$ cat src/rtl/prog_sequencer.sv
// Program sequencer for the 9-bit 3BC processor: PC, Start/Ack handshake, one-cycle load wait.
// Optional executed-cycle counter on the Cycles port when SEQ_CYCLE_COUNT_EN is defined.
module prog_sequencer #(
  parameter int          PC_W     = 10,
  parameter int unsigned START_PC = 0
`ifdef SEQ_CYCLE_COUNT_EN
  , parameter int        CNT_W    = 16
`endif
) (
  input  logic            Clk,
  input  logic            Reset,
  input  logic            Start,
  input  logic [8:0]      Instruction,
  input  logic            IsLoad,
  input  logic            Jump,
  input  logic [PC_W-1:0] JumpTarget,
  output logic [PC_W-1:0] PC,
  output logic            ExecEn,
  output logic            Ack
`ifdef SEQ_CYCLE_COUNT_EN
  , output logic [CNT_W-1:0] Cycles
`endif
);

  typedef enum logic [1:0] {
    IDLE   = 2'd0,
    RUN    = 2'd1,
    LDWAIT = 2'd2,
    DONE   = 2'd3
  } state_t;

  localparam logic [8:0] HALT_INSTR = 9'h1FF;

  state_t state;
  logic   halt;

  assign halt = (Instruction == HALT_INSTR);

  // Halt and load both suppress commit in RUN; the load commits one cycle later in LDWAIT.
  always_comb begin
    ExecEn = 1'b0;
    case (state)
      RUN:     ExecEn = !halt && !IsLoad;
      LDWAIT:  ExecEn = 1'b1;
      default: ExecEn = 1'b0;
    endcase
  end

  always_ff @(posedge Clk) begin
    if (Reset) begin
      state <= IDLE;
      PC    <= '0;
      Ack   <= 1'b0;
    end else begin
      case (state)
        IDLE: begin
          if (Start) begin
            state <= RUN;
            PC    <= PC_W'(START_PC);
          end
        end
        RUN: begin
          if (halt) begin
            state <= DONE;
            Ack   <= 1'b1;
          end else if (IsLoad) begin
            state <= LDWAIT;
          end else if (Jump) begin
            PC <= JumpTarget;
          end else begin
            PC <= PC + PC_W'(1);
          end
        end
        LDWAIT: begin
          state <= RUN;
          PC    <= PC + PC_W'(1);
        end
        DONE: begin
          if (!Start) begin
            state <= IDLE;
            Ack   <= 1'b0;
          end
        end
        default: state <= IDLE;
      endcase
    end
  end

`ifdef SEQ_CYCLE_COUNT_EN
  always_ff @(posedge Clk) begin
    if (Reset) begin
      Cycles <= '0;
    end else if (state == IDLE && Start) begin
      Cycles <= '0;
    end else if ((state == RUN || state == LDWAIT) && Cycles != '1) begin
      Cycles <= Cycles + CNT_W'(1);
    end
  end
`endif

endmodule

$ cat config.mk
export PLATFORM = sky130hd
export DESIGN_NAME = prog_sequencer
export DESIGN_NICKNAME = d
export VERILOG_FILES = /design/src/rtl/prog_sequencer.sv
export SDC_FILE = /design/constraint.sdc
export NUM_CORES = 1
export LEC_CHECK = 0
export ABC_CLOCK_PERIOD_IN_PS = 4600
export BUFFER_PORTS_ARGS = -buffer_cell sky130_fd_sc_hd__buf_2
export CORE_MARGIN = 2
export CORE_UTILIZATION = 50
export CTS_BUF_LIST = sky130_fd_sc_hd__clkbuf_4
export CTS_CLUSTER_DIAMETER = 100
export DETAILED_ROUTE_END_ITERATION = 10
export GPL_TIMING_DRIVEN = 0
export PLACE_DENSITY = 0.91
export SETUP_SLACK_MARGIN = 0.05
export SLEW_MARGIN = 40
export SYNTH_ARGS = -nofsm -noshare
export SYNTH_HDL_FRONTEND = slang
export SYNTH_SLANG_ARGS = --single-unit
$ cat constraint.sdc
create_clock -name Clk -period 4.6 [get_ports Clk]
set_input_delay 0.23 -clock Clk [delete_from_list [all_inputs] [get_ports Clk]]
set_output_delay 0.23 -clock Clk [all_outputs]
set_load 0.05 [all_outputs]
==> qor.yml <==
cells_and_area:
  finalNonFillerCells: 176
  fin_nets: 181
  fillers: 143
  diodes: 0
  post-route-cell-area_um2: 1130
  drive_gt1_frac: 0.291
  areaGrowthSynthToFinish_pct: 26.4
place:
  dp.cells: 172
  io_buffers: 35
  postPlaceCellArea_um2: 1100
  preCtsSetupSlack_ns: 2.77
  place_congestion: 0.812
  dp_hpwl_um: 1870
power:
  power_density_nw_per_um2: 272
  seq_power_share: 0.402
  combPwrFrac: 0.343
  p_leak_nw: 0.488
  switchingPower_w: 0.000111
  internal_power_w: 0.000197
  vdd_ir_drop_max_v: 0.000202
  power_w: 0.000308
  switching_share: 0.361
  clockPowerShare: 0.255
setup_path:
  startpoint_type: "flip-flop"
  crit_slowest_cell: "dfxtp_1"
  worstPathArrival_ns: 1.63
  r2r-start: "state[1]$_SDFFE_PP0P_"
  crit_required_ns: 4.37
  r2r_slack_ns: 2.75
  ff2ff_path_depth: 7
  cpMostUsedCell: "inv_1"
  critPathKind: "flip-flop to primary output"
  worstPathMaxFanout: 5
  reg2reg_to: "PC[1]$_SDFFE_PP0P_"
  crit_family: "buffers and inverters"
  crit_chain: "inv_1 -> ha_1 -> inv_1 -> o21bai_1 -> and2_1 -> buf_2"
  cp-end-kind: "primary output"
  path_buf_inv: 3
  cp_slowest_stage_delay_ns: 0.35
worst_hold_path:
  min_to: "PC[8]$_SDFFE_PP0P_"
  hold_class: "input port to flip-flop"
  hp-start: "Reset"
  min_path_cells: 2
cts:
  htreeDepth: 1
  clockBufferDepth: 2
  post_cts_buffers: 0
  cts_root_buffer: "clkbuf_4"
  postCtsHoldBufs: 0
  cts_tree: "yes"
  clk_pin_slew_ns: 0.08
  post_cts_resize_count: 0
  cts_buffers: 3
  cts.sinks: 13
  worstSkewPairLatency_ns: 0.28
synthesis:
  ys_types: 35
  ys_seq_area_frac: 0.290
  yosys_most_used_dff: "dfxtp_1"
  syn_avg_cell_area_um2: 8.01
  yosys_warnings: 0
  synth.area.top_cells: "dfxtp_1 (29%), ha_1 (7.0%), o32ai_1 (5.9%)"
  synth_common_cells: "dfxtp_1 (13), inv_1 (13), nand3_1 (9)"
  postSynthNetCount: 141
  synthCells: 112
  synth_area_leader_cell: "dfxtp_1"
  ys_ff_latch: 13
  ys_async_sr_fraction: 0
  yosys.area.top_type_share: 0.290
  synth_edf_count: 0
  netlist_area_um2: 897
run_status:
  status: "finished, final reports clean"
route:
  ant_nets: 0
  post_drt_wl_per_cell_um: 13.3
  wirelength_um: 2340
  vias_per_cell: 5.69
  firstDrtPassIters: 4
  vias: 1002
  drc: 0
  drt_iter0_drc: 42
sta:
  fin_skew_ns: 0.00453
  setup_slack_ns: 2.74
  finalHoldViolCount: 0
  final_max_slew_viol_count: 0
  min_period_over_period: 0.404
  fin_crit_ns: 1.86
  grt_setup_unrepaired: "no"
  fin_setup_tns_ns: 0
  max_freq_ghz: 0.537
  max_slew.worst_pin.slew_ns: 0.658
  relSlewSlack: 0.560
  setup_viol: 0
floorplan:
  dieArea_um2: 2150
  ioPinCount: 36
  die_h_um: 46.4
  coreArea_um2: 1710
  rows: 15
  fp.dieW_um: 46.4
  start_util: 0.525
grt:
  first_global_vias: 972
  antenna_found_initial: 0
  grt_pass1_wl_um: 3800
  overflow: 0
  grt_usage: 0.244
  grt_start_max_net_pins: 11
flow_run:
  maxCapViolCount: 0
## cells by family (layout without fill, tap and decap cells)
| kind of cell | count (synthesis) | after routing | share of synthesized area |
|---|---|---|---|
| flip-flops | 13 | 13 | 0.290 |
| multiplexers | 2 | 2 | 0.0223 |
| XOR/XNOR | 6 | 6 | 0.0586 |
| buffers and inverters | 16 | 55 | 0.0683 |
| adder cells (fa/ha/maj) | 5 | 5 | 0.0697 |
| AND/OR/NAND/NOR | 38 | 38 | 0.229 |
| AO/OA/AOI/OAI | 32 | 32 | 0.262 |
## cell usage in the layout (no fill, tap or decap), types with 2 or more instances in the layout
master / instances
a21o_1: 2
a21oi_1: 7
a22o_1: 3
a22oi_1: 5
and2_1: 2
buf_2: 36
clkbuf_4: 4
dfxtp_1: 13
ha_1: 5
inv_1: 13
mux2i_1: 2
nand2_1: 7
nand3_1: 9
nand4_1: 5
nor2_1: 5
nor3_1: 3
o21ai_0: 2
o32ai_1: 6
xnor2_1: 5
## state kept, by name (all words and copies together) (netlist names)
name   count
PC        10
state      2
Ack        1
## routing by layer
layer	track usage	up-vias	routed length, um
met4	0.166	0	71
met3	0.0275	11	141
li1	-	495	-
met5	0	-	0
met2	0.400	48	1130
met1	0.294	448	996
## worst max-delay path by stage
| stage | from | depth (start not counted) | slack [ns] | end |
|---|---|---|---|---|
| detailed placement | state[1]$_SDFFE_PP0P_ | 7 | 2.77 | PC[1]$_SDFFE_PP0P_ |
| CTS | state[1]$_SDFFE_PP0P_ | 6 | 2.74 | ExecEn |
| global route | state[1]$_SDFFE_PP0P_ | 7 | 2.54 | PC[0]$_SDFFE_PP0P_ |
| floorplan | PC[0]$_SDFFE_PP0P_ | 6 | 2.76 | PC[8]$_SDFFE_PP0P_ |
| global placement | state[1]$_SDFFE_PP0P_ | 7 | 2.81 | PC[1]$_SDFFE_PP0P_ |
| finish | state[1]$_SDFFE_PP0P_ | 6 | 2.74 | ExecEn |
## final cells by class
| type | instances | area (um2) | area share |
|---|---|---|---|
| inverter | 13 | 48.8 | 0.0430 |
| buffer | 3 | 12.5 | 0.0110 |
| multi-input combinational | 83 | 576 | 0.508 |
| tap | 25 | 31.3 | 0.0276 |
| sequential | 13 | 260 | 0.230 |
| clock buffer | 4 | 30.0 | 0.0265 |
| timing repair buffer | 35 | 175 | 0.155 |
## worst register-to-register path: cells and delay by family (launching register included)
| family | cells | cell delay [ns] |
|---|---|---|
| simple gates | 2 | 0.62 |
| compound gates | 2 | 0.39 |
| flops | 1 | 0.35 |
| fa+ha+maj | 1 | 0.24 |
| buf+inv | 2 | 0.20 |
## power groups by stage
stage	sequential, W	clock [W]	combinational [W]
6_report	0.000124	0.0000786	0.000106
5_1_grt	0.000125	0.0000855	0.000116
4_1_cts	0.000124	0.0000804	0.000105
3_5_place_dp	0.000126	0	0.000104
3_3_place_gp	0.000126	0	0.000100
2_1_floorplan	0.000133	0	0.0000665
## through the flow
step | hold WS (ns) | util
global route | 0.222 | 0.664
finish | 0.222 | 0.664
floorplan | 0.347 | -
detailed placement | 0.505 | 0.646
global placement | 0.501 | 0.646
CTS | 0.208 | 0.664
(Power assumes the default switching activity.)
